$ cat config.mk
export PLATFORM = sky130hd
export DESIGN_NAME = oam_dma
export DESIGN_NICKNAME = d
export VERILOG_FILES = /design/src/rtl/oam_dma.sv
export SDC_FILE = /design/constraint.sdc
export NUM_CORES = 1
export LEC_CHECK = 0
export ABC_AREA = 1
export BUFFER_PORTS_ARGS = -buffer_cell sky130_fd_sc_hd__buf_2
export CELL_PAD_IN_SITES_DETAIL_PLACEMENT = 1
export CELL_PAD_IN_SITES_GLOBAL_PLACEMENT = 1
export CORE_MARGIN = 2
export CORE_UTILIZATION = 40
export DETAILED_ROUTE_END_ITERATION = 10
export GPL_TIMING_DRIVEN = 0
export PLACE_DENSITY_LB_ADDON = 0.1
export SYNTH_ARGS = -nofsm -noshare
export SYNTH_HDL_FRONTEND = slang
export SYNTH_SLANG_ARGS = --single-unit
$ cat constraint.sdc
create_clock -name pin_clock -period 6.65 [get_ports pin_clock]
set_input_delay 1.6625 -clock pin_clock [delete_from_list [all_inputs] [get_ports pin_clock]]
set_output_delay 1.6625 -clock pin_clock [all_outputs]
set_load 0.05 [all_outputs]
$ cat src/rtl/oam_dma.sv
// oam_dma: CPU-side OAM register decode ($2003/$2004) and $4014 page DMA into sprite memory.
module oam_dma #(
    parameter logic [15:0] DMA_REG     = 16'h4014,
    parameter logic [15:0] OAMADDR_REG = 16'h2003,
    parameter logic [15:0] OAMDATA_REG = 16'h2004
) (
    input  logic        pin_clock,
    input  logic        pin_reset,
    input  logic        pin_ce,
    input  logic [15:0] pin_address,
    input  logic [7:0]  pin_o,
    input  logic        pin_w,
    input  logic [7:0]  pin_i,
    output logic        dma_halt,
    output logic [15:0] dma_address,
    output logic        dma_read,
    output logic [7:0]  oam_address,
    output logic [7:0]  oam_data,
    output logic        oam_we,
    output logic [7:0]  oam_addr_reg
);
    typedef enum logic [2:0] {IDLE, HALT, ALIGN, READ, WRITE} state_t;

    state_t      state_q, state_d;
    logic        parity_q, parity_d;
    logic [7:0]  page_q, page_d;
    logic [7:0]  i_q, i_d;
    logic [7:0]  oamaddr_q, oamaddr_d;
    logic [15:0] dma_address_q, dma_address_d;
    logic        cpu_wr, data_wr, dma_wr;

    assign cpu_wr  = pin_ce && pin_w && state_q == IDLE;
    assign data_wr = cpu_wr && pin_address == OAMDATA_REG;
    assign dma_wr  = pin_ce && state_q == WRITE;

    always_comb begin
        state_d       = state_q;
        parity_d      = parity_q;
        page_d        = page_q;
        i_d           = i_q;
        oamaddr_d     = oamaddr_q;
        dma_address_d = dma_address_q;
        if (pin_ce) begin
            parity_d = ~parity_q;
            case (state_q)
                IDLE: begin
                    if (cpu_wr && pin_address == OAMADDR_REG) oamaddr_d = pin_o;
                    if (data_wr) oamaddr_d = oamaddr_q + 8'd1;
                    if (cpu_wr && pin_address == DMA_REG) begin
                        page_d  = pin_o;
                        i_d     = 8'd0;
                        state_d = HALT;
                    end
                end
                HALT:    state_d = parity_q ? ALIGN : READ;
                ALIGN:   state_d = READ;
                READ:    state_d = WRITE;
                WRITE: begin
                    i_d     = i_q + 8'd1;
                    state_d = (i_q == 8'hFF) ? IDLE : READ;
                end
                default: state_d = IDLE;
            endcase
            // Address is held through WRITE so the registered memory data stays valid.
            if (state_d == READ) dma_address_d = {page_d, i_d};
        end
    end

    always_ff @(posedge pin_clock or posedge pin_reset) begin
        if (pin_reset) begin
            state_q       <= IDLE;
            parity_q      <= 1'b0;
            page_q        <= 8'd0;
            i_q           <= 8'd0;
            oamaddr_q     <= 8'd0;
            dma_address_q <= 16'd0;
        end else begin
            state_q       <= state_d;
            parity_q      <= parity_d;
            page_q        <= page_d;
            i_q           <= i_d;
            oamaddr_q     <= oamaddr_d;
            dma_address_q <= dma_address_d;
        end
    end

    assign dma_halt     = state_q != IDLE;
    assign dma_read     = state_q == READ;
    assign dma_address  = dma_address_q;
    assign oam_addr_reg = oamaddr_q;
    assign oam_we       = !pin_reset && (data_wr || dma_wr);
    assign oam_address  = !oam_we ? 8'd0 : dma_wr ? oamaddr_q + i_q : oamaddr_q;
    assign oam_data     = !oam_we ? 8'd0 : dma_wr ? pin_i : pin_o;
endmodule

==> impl_metrics.ini <==
[floorplan]
core-area_sq_mm = 0.00733
fp.dieH_microns = 91.3
rows = 31
dieArea_sq_mm = 0.00833
ios = 79
start_util = 0.416
die_w_microns = 91.3

[critical_path]
endpoint_kind = output port
ff2ff_path_depth = 11
cp_cell_sequence = buf_2 > nor2_2 > nand3_1 > nor2_2 > nand4_2 > nand2_4 > nand2_4 > buf_6 > a21oi_2 > buf_2
worst_r2r_startpoint = i_q[1]
max_stage_delay_ps = 290
crit_required_ps = 4990
timing.critical_path.buf_inv = 3
reg2reg_slack_ps = 4720
worstPathArrival_ps = 3300
cpLargestDelayFamily = simple AND/OR/NAND/NOR gates
start_kind = input pin
r2r-end = dma_address[6]
cpMaxStageDelayCell = nor2_2
worst-setup-path-type = in -> out
crit_fanout = 10

[finish]
drive_gt1_frac = 0.234
seqCellArea_sq_mm = 0.00110
n_antenna_cell = 0
multi_input_area_sq_mm = 0.00169
area_growth_pct = 21.4
final_common_cell = nand2_1
largest_register_ffs = 16
nFillCells = 1029
final_cell_mix = 180 x nand2_1, 81 x buf_2, 44 x inv_1, 44 x dfrtp_1, 37 x nand3_1
nets = 579

[routing]
drtIter0Drc = 108
viasPerCell = 4.99
vias = 3158
drtAntennaViolNets = 0
routedWlPerCell_microns = 14.7
wirelength_microns = 9280
dr.pass1.iters = 4
drc = 0

[pwr]
power_w = 0.00101
peakVddDrop_mv = 0.199
p_per_area_mw_per_mm2 = 273
leakage_nw = 2.12

[hold_path]
min_from = parity_q
min_to = parity_q
hold_depth = 1
hp-class = reg -> reg

[synthesis]
syn_area_per_cell_sq_um = 6.80
yosysSeqAreaShare = 0.361
synth_cell_type_count = 34
ys_ff_latch = 44
syn_area_sq_mm = 0.00305
mappedNetlistNets = 494
netlist_instances = 448
ys.warnings.count = 0

[sta]
final-setup-viol-count = 0
min_period_ps = 4960
hold_violations = 0
skew_ps = 7.11
rsz0062_at_grt = false
slew_headroom = 0.640
final.period_utilization = 0.746
fin_setup_tns_ps = 0
slew_violations = 0
max_freq_ghz = 0.202
worstMarginPinSlew_ps = 540

[grt]
first_global_vias = 3287
grt_max_degree = 39
overflow = 0
grt_usage = 0.237
antenna_found_initial = 0
grt_pass1_wl_microns = 15800

[cts]
cts_tree = done
cts_made_buffers = 5
clock-sinks = 44
clk_latency_ps = 300
root_buffer = clkbuf_8
clk_pin_slew_worst_paths_ps = 90
htreeDepth = 2
cts_resized = 0
hold_buffers = 0
post_cts_buffers = 0
clockBufferDepth = 2

[run]
cap_violations = 0

[place]
dpl.hpwl_microns = 7340
port_buffers = 77
place_congestion = 0.877

[run_status]
status = finished, final reports clean
==> final cells by class <==
| type | count | area share |
|---|---|---|
| multi-input combinational | 342 | 0.456 |
| sequential | 44 | 0.298 |
| timing repair buffer | 78 | 0.110 |
| inverter | 52 | 0.0528 |
| tap | 99 | 0.0335 |
| clock buffer | 6 | 0.0223 |
| buffer | 10 | 0.0176 |
| clock inverter | 2 | 0.0105 |
==> worst register-to-register path, cell delays in order, from the launching register on <==
cell     delay [ps]
dfrtp_1         460
ha_1            230
nand2_1          90
nor2_1          150
inv_1            60
o21ai_1         200
nand2_1         140
nand2_4         140
inv_2            80
buf_6           140
nand2_1          70
nand2_1          60
==> metrics by stage <==
step | hold slack, ps | instances | utilization | area, sq um | setup WS (ps)
6_report | 477 | 633 | 0.504 | 3700 | 1690
4_1_cts | 478 | 633 | 0.504 | 3700 | 1700
3_3_place_gp | 460 | 624 | 0.485 | 3560 | 966
3_5_place_dp | 459 | 625 | 0.488 | 3580 | 1700
5_1_grt | 501 | 633 | 0.504 | 3700 | 1550
2_1_floorplan | 442 | 448 | - | 3050 | 1350
==> power by group <==
part	internal [W]	switching, W	leakage (nW)
sequential	0.000312	0.0000545	0.595
combinational	0.000124	0.000300	1.46
clock	0.000123	0.0000961	0.0614
total	0.000559	0.000450	2.12
==> cell usage after synthesis <==
library cell,n,area share
o211ai_2,1,0.0041
xor2_1,5,0.014
nand4_2,1,0.0041
nand3_4,1,0.0058
o21ai_0,14,0.023
buf_2,4,0.0066
nand2_2,2,0.0041
or2_2,1,0.0021
nand3b_1,2,0.0049
nand4_1,3,0.0062
ha_1,9,0.037
inv_2,7,0.0086
a21oi_1,13,0.021
o21a_1,1,0.0025
fa_1,1,0.0066
nand3_1,37,0.061
nand2_4,3,0.011
or2_0,1,0.0021
a31oi_1,2,0.0041
buf_4,2,0.0049
nand2_1,180,0.22
dfrtp_1,44,0.36
nor3_1,4,0.0066
nor2_8,2,0.013
xnor2_1,2,0.0058
buf_6,2,0.0074
inv_1,45,0.055
nor2_4,1,0.0037
nor2_2,4,0.0082
a21oi_2,6,0.017
nor2_1,35,0.043
o21ai_1,10,0.016
clkbuf_1,2,0.0025
nand3_2,1,0.0033
==> routing by layer <==
| metal | part of all wire | global-route usage | up-vias |
|---|---|---|---|
| li1 | - | - | 1575 |
| met1 | 0.45 | 0.305 | 1505 |
| met2 | 0.50 | 0.409 | 63 |
| met3 | 0.034 | 0.0349 | 15 |
| met4 | 0.017 | 0.0745 | 0 |
| met5 | 0 | 0 | - |
==> how the worst max path moves through the flow <==
| stage | slack (ps) | end | startpoint | depth (start not counted) |
|---|---|---|---|---|
| floorplan | 1350 | oam_address[0] | pin_reset | 4 |
| global placement | 970 | oam_data[1] | pin_reset | 6 |
| detailed placement | 1700 | oam_data[1] | pin_address[12] | 10 |
| CTS | 1700 | oam_data[1] | pin_address[12] | 10 |
| global route | 1550 | oam_data[1] | pin_address[12] | 10 |
| finish | 1690 | oam_data[1] | pin_address[12] | 10 |
==> cells by family after synthesis <==
family	after synthesis	synth area share
buffers and inverters	62	0.0854
AND/OR/NAND/NOR	278	0.401
flip-flops	44	0.361
XOR/XNOR	7	0.0201
AO/OA/AOI/OAI	47	0.0887
adder cells (fa/ha/maj)	10	0.0435
No activity file was read; power rests on OpenSTA's default activity.
